==> src/rtl/uart_pkg.sv <==
// uart_pkg: shared UART byte type, FIFO defaults and parameter helpers.
package uart_pkg;

    localparam int UART_DATA_W   = 8;
    localparam int RX_FIFO_DEPTH = 16;
    localparam int RX_FIFO_AF    = 12;

    typedef logic [UART_DATA_W-1:0] uart_byte_t;

    function automatic bit is_pow2(input int v);
        return (v >= 2) && ((v & (v - 1)) == 0);
    endfunction

endpackage

==> src/rtl/uart_fifo_mem.sv <==
// uart_fifo_mem: 1W/1R register-array storage, asynchronous read, no reset.
module uart_fifo_mem #(
    parameter int W     = 8,
    parameter int DEPTH = 16,
    parameter int AW    = $clog2(DEPTH)
) (
    input  logic          clk,
    input  logic          we,
    input  logic [AW-1:0] waddr,
    input  logic [W-1:0]  wdata,
    input  logic [AW-1:0] raddr,
    output logic [W-1:0]  rdata
);

    logic [W-1:0] mem_q [DEPTH];

    always_ff @(posedge clk) begin
        if (we) mem_q[waddr] <= wdata;
    end

    assign rdata = mem_q[raddr];

endmodule

==> src/rtl/uart_rx_fifo.sv <==
// uart_rx_fifo: FWFT receive byte buffer with fill level, almost-full and sticky overrun tracking.
module uart_rx_fifo
    import uart_pkg::*;
#(
    parameter int DATA_W    = UART_DATA_W,
    parameter int DEPTH     = RX_FIFO_DEPTH,
    parameter int AF_THRESH = RX_FIFO_AF,
    parameter int CW        = $clog2(DEPTH + 1)
) (
    input  logic              clk,
    input  logic              rst,
    input  logic [DATA_W-1:0] rx_data,
    input  logic              rx_done,
    output logic [DATA_W-1:0] rd_data,
    output logic              rd_valid,
    input  logic              rd_ready,
    input  logic              flush,
    input  logic              ovr_clr,
    output logic [CW-1:0]     count,
    output logic              almost_full,
    output logic              full,
    output logic              overrun,
    output logic [7:0]        drop_cnt
);

    localparam int AW = $clog2(DEPTH);

    if (!is_pow2(DEPTH) || AF_THRESH < 1 || AF_THRESH > DEPTH) begin : g_param_err
        $error("uart_rx_fifo: DEPTH must be a power of two >= 2 and AF_THRESH in 1..DEPTH");
    end

    logic [AW-1:0] wr_ptr_q, wr_ptr_d, rd_ptr_q, rd_ptr_d;
    logic [CW-1:0] count_q, count_d;
    logic          overrun_q, overrun_d;
    logic [7:0]    drop_cnt_q, drop_cnt_d;
    logic          push, pop, drop;

    assign full        = count_q == CW'(DEPTH);
    assign almost_full = count_q >= CW'(AF_THRESH);
    assign rd_valid    = count_q != '0;
    assign count       = count_q;
    assign overrun     = overrun_q;
    assign drop_cnt    = drop_cnt_q;

    // A pop in the same cycle frees the slot, so a push into a full FIFO is still accepted.
    assign pop  = rd_valid && rd_ready && !flush;
    assign push = rx_done && !flush && (!full || pop);
    assign drop = rx_done && !flush && full && !pop;

    always_comb begin
        wr_ptr_d   = flush ? '0 : (push ? wr_ptr_q + AW'(1) : wr_ptr_q);
        rd_ptr_d   = flush ? '0 : (pop ? rd_ptr_q + AW'(1) : rd_ptr_q);
        count_d    = flush ? '0 : count_q + CW'(push) - CW'(pop);
        overrun_d  = drop ? 1'b1 : (ovr_clr ? 1'b0 : overrun_q);
        drop_cnt_d = ovr_clr ? (drop ? 8'd1 : 8'd0)
                   : (drop && drop_cnt_q != 8'hFF) ? drop_cnt_q + 8'd1 : drop_cnt_q;
    end

    always_ff @(posedge clk) begin
        if (rst) begin
            wr_ptr_q   <= '0;
            rd_ptr_q   <= '0;
            count_q    <= '0;
            overrun_q  <= 1'b0;
            drop_cnt_q <= '0;
        end else begin
            wr_ptr_q   <= wr_ptr_d;
            rd_ptr_q   <= rd_ptr_d;
            count_q    <= count_d;
            overrun_q  <= overrun_d;
            drop_cnt_q <= drop_cnt_d;
        end
    end

    uart_fifo_mem #(.W(DATA_W), .DEPTH(DEPTH), .AW(AW)) u_mem (
        .clk   (clk),
        .we    (push),
        .waddr (wr_ptr_q),
        .wdata (rx_data),
        .raddr (rd_ptr_q),
        .rdata (rd_data)
    );

endmodule

==> config.mk <==
export PLATFORM = sky130hd
export DESIGN_NAME = uart_rx_fifo
export DESIGN_NICKNAME = d
export VERILOG_FILES = /design/src/rtl/uart_pkg.sv /design/src/rtl/uart_fifo_mem.sv /design/src/rtl/uart_rx_fifo.sv
export SDC_FILE = /design/constraint.sdc
export NUM_CORES = 1
export LEC_CHECK = 0
export ABC_CLOCK_PERIOD_IN_PS = 3100
export CAP_MARGIN = 20
export CORE_ASPECT_RATIO = 1.75
export CORE_UTILIZATION = 55
export CTS_CLUSTER_SIZE = 28
export DETAILED_ROUTE_END_ITERATION = 10
export PLACE_DENSITY = 0.75
export SYNTH_ARGS = -nofsm -noshare
export SYNTH_HDL_FRONTEND = slang
export SYNTH_SLANG_ARGS = --single-unit
==> constraint.sdc <==
create_clock -name clk -period 3.1 [get_ports clk]
set_clock_uncertainty 0.15 [all_clocks]
set_input_delay 0.465 -clock clk [delete_from_list [all_inputs] [get_ports clk]]
set_output_delay 0.465 -clock clk [all_outputs]
set_load 0.05 [all_outputs]
==> metrics.txt, run 1 <==
status completed; postcts setup bufs 0; clock sink count 154; pins over their slew limit 0; Net Switching 908 µW; Seq pwr share 51.0%; CP startpoint count[2]; Resize count post-CTS 0; final hold viol count 0; CORE AREA 0.0111 mm²; DR iter-0 viols 202; synthesis-stage register bit count 154; Int Power 3520 µW; GPL Wtd Cong 0.758; H-tree levels 4; Setup TNS 0 ps; leading post-synthesis cells by cell area edfxtp_1 62%, mux4_2 12%, dfxtp_1 8.4%; Clk pwr share 43.6%; Detailed Route WL 11700 µm; Synth Area per Inst 17.1 µm²; Vert. Die Dim 143 µm; gr ovfl total 0; Initial Util 56.1%; Pre-Repair DR Iteration Count 4; minimum clock period 2930 ps; Syn Inst Count 364; Layout Area Growth over Synthesis 18.6%; Worst Path Buf+Inv 2; Hold Slack 318 ps; Worst Setup End Kind output pin; Yosys top cell by area edfxtp_1; routed vias 3314; sequential share of the synthesized area 70.0%; drc violations 0; Slowest-stage cell, CP clkdlybuf4s50_1; CTS Buf Count 17; most numerous cell in the Yosys netlist edfxtp_1; CP Max Fanout 5; Clock Latency Late Sink 410 ps; fin area 0.00739 mm²; vias in the first global route 3542; FILL cells 768; Setup CP Type reg2out; most instantiated cells after synthesis 128 x edfxtp_1, 32 x mux4_2, 28 x nor2_1; clk slew on worst S/H paths 60 ps; maximum VDD drop 0.425 mV; IO Pins 39; post-layout util 66.6%; vias per cell 5.83; leak pwr 0.00238 µW; CTS Hold Bufs 0; worst reg-to-reg path cell count 12; R2R Path Start count[2]; antenna violations before repair 0; placed instance area 0.00683 mm²; die area 0.0118 mm²; Top delay family on crit path buffers and inverters; FMAX 0.342 GHz; largest net degree at the start of global routing 33; CTS root buffer clkbuf_16; WL/cell 20.6 µm; Site Rows 51; Max-cap violations 0; count of antenna-violating nets left after detailed routing 0; Worst-Margin Slew 719 ps; number of port buffers 38; crit start category register; ys flop type edfxtp_1; Tcrit/Tclk final 94.4%; diodes inserted 0; fraction of registers with async set/reset 0%; Slew headroom 52.0%; Logic pwr share 5.4%; arrival time at the worst endpoint 2310 ps; synthesized area 0.00623 mm²; CTS max path bufs 2; CP required 2480 ps; min-delay src overrun; Post-synth EDFFs 128; PD cells 600 mW/mm²; layout cells sized above 1 22.0%; worst stage delay on the critical path 730 ps; sw frac 20.5%; Nets 451; Synth warnings 0; dpl ws 292 ps; first-pass GRT wire length 18500 µm; final setup violation count 0; RSZ-0062 raised after global routing false; Min-Delay Path Depth 2; Total GRT Usage 22.5%; Die W 82.5 µm; detailed placement HPWL 8080 µm; HP Class reg2reg; CTS tree yes; Post-Syn Nets 392; Final WS setup 175 ps; Critical Path Stages 4; Yosys top cell area share 61.7%; cells along the critical path inv_1, ha_1, or4b_4, clkdlybuf4s50_1; Unique masters post-synth 45
-- logic make-up after synthesis --
kind of cell	synth area share [%]
AO/OA/AOI/OAI	4.76
XOR/XNOR	1.12
adder cells (fa/ha/maj)	2.93
buffers and inverters	2.11
flip-flops	70.0
multiplexers	12.1
AND/OR/NAND/NOR	6.99
-- flip-flops by register name (all words and copies together) (netlist names), named ones only --
name,cells
drop_cnt,8
overrun,1
u_mem.mem_q,128
wr_ptr_q,4
rd_ptr_q,4
count,5
-- worst paths after layout --
path              end  slack, ps
max          rd_valid        170
min           overrun        320
max reg2reg  count[4]        260
min reg2reg   overrun        320
-- per-stage QoR --
step,instances,total power [µW]
after global routing,568,4570
after floorplan,364,2460
after global placement,536,2540
after detailed placement,536,2550
final,568,4430
after CTS,568,4470
-- layer usage --
layer	wire, µm	GRT usage (%)
met5	0	0
met4	150	9.05
met3	323	4.35
met2	7020	42.4
met1	4210	23.5
-- cell type report --
class | instances | area, µm² | share of cell area [%]
clock buffers | 20 | 437 | 5.91
flip-flops and latches | 154 | 4370 | 59.1
repair buffers | 57 | 515 | 6.97
multi-input cells | 182 | 1740 | 23.5
inverters | 11 | 41.3 | 0.559
well taps | 132 | 165 | 2.23
clock inverters | 12 | 126 | 1.71
-- worst min-delay path, stage by stage (launching register included) --
cell and delay (ps):
dfxtp_1 300, nand2_1 60, a21oi_1 60
-- layout by cell type, fill, tap and decap left out, types with 2 or more instances in the layout --
cell             netlist  layout
o211ai_1               2       2
or2_2                  3       3
or4_1                  2       2
or3_1                  6       6
inv_1                 10      10
o21ai_0                6       6
clkinv_1               0       2
dfxtp_1               26      25
nand2b_1               2       2
clkbuf_1               6       3
mux4_2                32      32
nand3_1                5       5
ha_1                  13      13
mux2i_1                2       2
a21oi_1               11      11
clkdlybuf4s50_1        0      30
clkbuf_16              0      17
nand2_1               17      17
nor2_1                28      28
buf_4                  3      26
xor2_1                 4       4
nor4_1                 2       2
nor3_1                 4       4
clkinvlp_4             0       6
edfxtp_1             128     128
bufinv_16              0       2
xnor2_1                4       4
a22oi_1               17      17
nor2b_1                3       3
o31ai_1                2       2
-- power groups by stage --
stage / registers, µW / clock network (µW) / logic [µW]
after floorplan: 2310 / 0 / 145
after global placement: 2300 / 0 / 238
after detailed placement: 2300 / 0 / 243
after CTS: 2260 / 1970 / 245
after global routing: 2260 / 2050 / 260
final: 2260 / 1930 / 241
Note: power is estimated with default switching activity, not from simulation.
==> run 2, diff against run 1 <==
--- a/config.mk
+++ b/config.mk
@@ -5,11 +5,9 @@
 export SDC_FILE = /design/constraint.sdc
 export NUM_CORES = 1
 export LEC_CHECK = 0
-export ABC_CLOCK_PERIOD_IN_PS = 3100
 export CAP_MARGIN = 20
 export CORE_ASPECT_RATIO = 1.75
 export CORE_UTILIZATION = 55
-export CTS_CLUSTER_SIZE = 28
 export DETAILED_ROUTE_END_ITERATION = 10
 export PLACE_DENSITY = 0.75
 export SYNTH_ARGS = -nofsm -noshare
==> results of run 2 <==
No change in the layout: final DEF, timing and power equal those of run 1.
==> run 3, diff against run 2 <==
==> constraint.sdc (replaced) <==
create_clock -name clk -period 2.8 [get_ports clk]
set_clock_uncertainty 0.15 [all_clocks]
set_input_delay 0.42 -clock clk [delete_from_list [all_inputs] [get_ports clk]]
set_output_delay 0.42 -clock clk [all_outputs]
set_load 0.05 [all_outputs]
==> run 3 against run 2 <==
Net effect:
- critical path depth grew 1
- die area unchanged
- sequential power up 11%
- power is 14% higher
- cell count grew 0.70%
- count of clock-buffer cells in the layout down 2
- non-clock buffer count increased by 4
- largest power group unchanged
- sequential share of layout area shrank 0.88 points
==> metrics.txt, run 3 (synthesis gave the netlist of run 1 again) <==
status completed (unchanged); drc violations 0 (unchanged); first-pass GRT wire length 18100 µm (was 18500 µm); number of port buffers 38 (unchanged); cells along the critical path buf_12, mux4_2, a22oi_1, nand2_1, buf_4 (was inv_1, ha_1, or4b_4, clkdlybuf4s50_1); Worst Setup End Kind output pin (unchanged); vias in the first global route 3417 (was 3542); Non-Filler Instances 572 (was 568); arrival time at the worst endpoint 2150 ps (was 2310 ps); Detailed Route WL 12000 µm (was 11700 µm); Vert. Die Dim 143 µm (unchanged); H-tree levels 4 (unchanged); CP required 2230 ps (was 2480 ps); reg-to-reg critical path endpoint count[4] (unchanged); diodes inserted 0 (unchanged); worst reg-to-reg path cell count 12 (unchanged); WL/cell 21.0 µm (was 20.6 µm); R2R Setup Slk 80 ps (was 260 ps); Total GRT Usage 22.4% (was 22.5%); routed vias 3365 (was 3314); Setup CP Type reg2out (unchanged); Max-cap violations 0 (unchanged); final hold viol count 0 (unchanged); GPL Wtd Cong 0.813 (was 0.758); Min-Delay Path Depth 2 (unchanged); min-delay src overrun (unchanged); CTS root buffer clkbuf_16 (unchanged); RSZ-0062 raised after global routing true (was false); Initial Util 56.1% (unchanged); gr ovfl total 0 (unchanged); placed instance area 0.00689 mm² (was 0.00683 mm²); FMAX 0.367 GHz; vias per cell 5.88 (was 5.83); Worst-Margin Slew 734 ps (was 719 ps); worst stage delay on the critical path 540 ps (was 730 ps); pins over their slew limit 0 (unchanged); leading cell types in the layout, fill and taps excluded 128 x edfxtp_1, 32 x mux4_2, 29 x clkdlybuf4s50_1 (was 128 x edfxtp_1, 32 x mux4_2, 30 x clkdlybuf4s50_1); detailed placement HPWL 7870 µm (was 8080 µm); clock sink count 154 (unchanged); fin area 0.00752 mm² (was 0.00739 mm²); PD cells 674 mW/mm² (was 600 mW/mm²); Site Rows 51 (unchanged); Slew headroom 51.0% (was 52.0%); Die W 82.5 µm (unchanged); Hold Path End overrun (unchanged); Hold Slack 322 ps (was 318 ps); antenna violations before repair 0 (unchanged); IO Pins 39 (unchanged); Nets 455 (was 451); maximum VDD drop 0.482 mV (was 0.425 mV); Slowest-stage cell, CP mux4_2 (was clkdlybuf4s50_1); HP Class reg2reg (unchanged); count of antenna-violating nets left after detailed routing 0 (unchanged); die area 0.0118 mm² (unchanged); CTS max path bufs 2 (unchanged); Top reg by flops u_mem.mem_q (unchanged); Tcrit/Tclk final 97.2%; Clock Latency Late Sink 420 ps (was 410 ps); FILL cells 760 (was 768); CTS Buf Count 17 (unchanged); DP Cell Count 538 (was 536); Pre-Repair DR Iteration Count 5 (was 4); DR iter-0 viols 185 (was 202); largest net degree at the start of global routing 33 (unchanged); CTS Hold Bufs 0 (unchanged); leak pwr 0.00245 µW (was 0.00238 µW); layout cells sized above 1 24.8% (was 22.0%); CTS tree yes (unchanged); crit start category register (unchanged); R2R Path Start count[3] (was count[2]); minimum clock period 2720 ps; CP Max Fanout 16 (was 5); Layout Area Growth over Synthesis 20.6% (was 18.6%); CORE AREA 0.0111 mm² (unchanged); max reg flops 128 (unchanged); final setup violation count 0 (unchanged); clk slew on worst S/H paths 60 ps (about the same); most common cell after layout, fill and taps aside edfxtp_1 (unchanged)
==> run 3: how the worst max path moves through the flow <==
stage	end	slack (ps)	start	cells after the start
3_3_place_gp	count[4]	130	count[3]	12
5_1_grt	count[4]	-20	count[3]	12
3_5_place_dp	count[4]	70	count[3]	12
4_1_cts	rd_data[4]	40	register	5
6_report	rd_data[4]	80	register	5
2_1_floorplan	count[4]	0.9	count[1]	10
==> run 3: critical path: cells and delay by family, from the launching register on <==
family | cells | cell delay, ps
AO/OA/AOI/OAI | 1 | 270
buffers and inverters | 2 | 410
flip-flops | 1 | 400
AND/OR/NAND/NOR | 1 | 110
multiplexers | 1 | 540
==> run 3: layer usage <==
metal  vias up  track usage, %  wire (µm)
met5         -               0          0
met3        16            6.39        514
met2       110            40.3       6890
li1       1556               -          -
met1      1683            24.3       4410
met4         0            8.13        191
==> run 3: cell type report <==
type                       count  area, µm²  area share [%]
clock buffer                  18        429            5.71
clock inverter                14        170            2.26
inverter                      11       41.3           0.549
multi-input combinational    182       1760            23.5
sequential                   154       4370            58.2
tap                          132        165            2.20
timing repair buffer          61        574            7.64
==> run 3: where the power goes <==
| group | switching, µW | total, µW | internal, µW |
|---|---|---|---|
| Sequential | 10.1 | 2500 | 2490 |
| Combinational | 167 | 276 | 109 |
| Clock | 886 | 2290 | 1400 |
| Total | 1060 | 5070 | 4000 |
==> run 3: what timing repair did <==
item | in CTS | in global routing
cloned | 0 | 1
endpoints found under the hold margin | 0 | 0
buffers inserted | 0 | 1
gates resized for setup | 1 | 0
setup endpoints to repair | 1 | 4
pin swaps | 0 | 1
==> run 3: stage by stage <==
step	utilization (%)	setup slack [ps]	TNS, ps	total power [µW]
6_report	67.7	77.4	0	5070
5_1_grt	67.7	-19.2	-19.2	5210
4_1_cts	67.4	39.9	0	5090
3_5_place_dp	62.0	69.6	0	2820
3_3_place_gp	62.0	129	0	2820
2_1_floorplan	-	0.862	0	2720
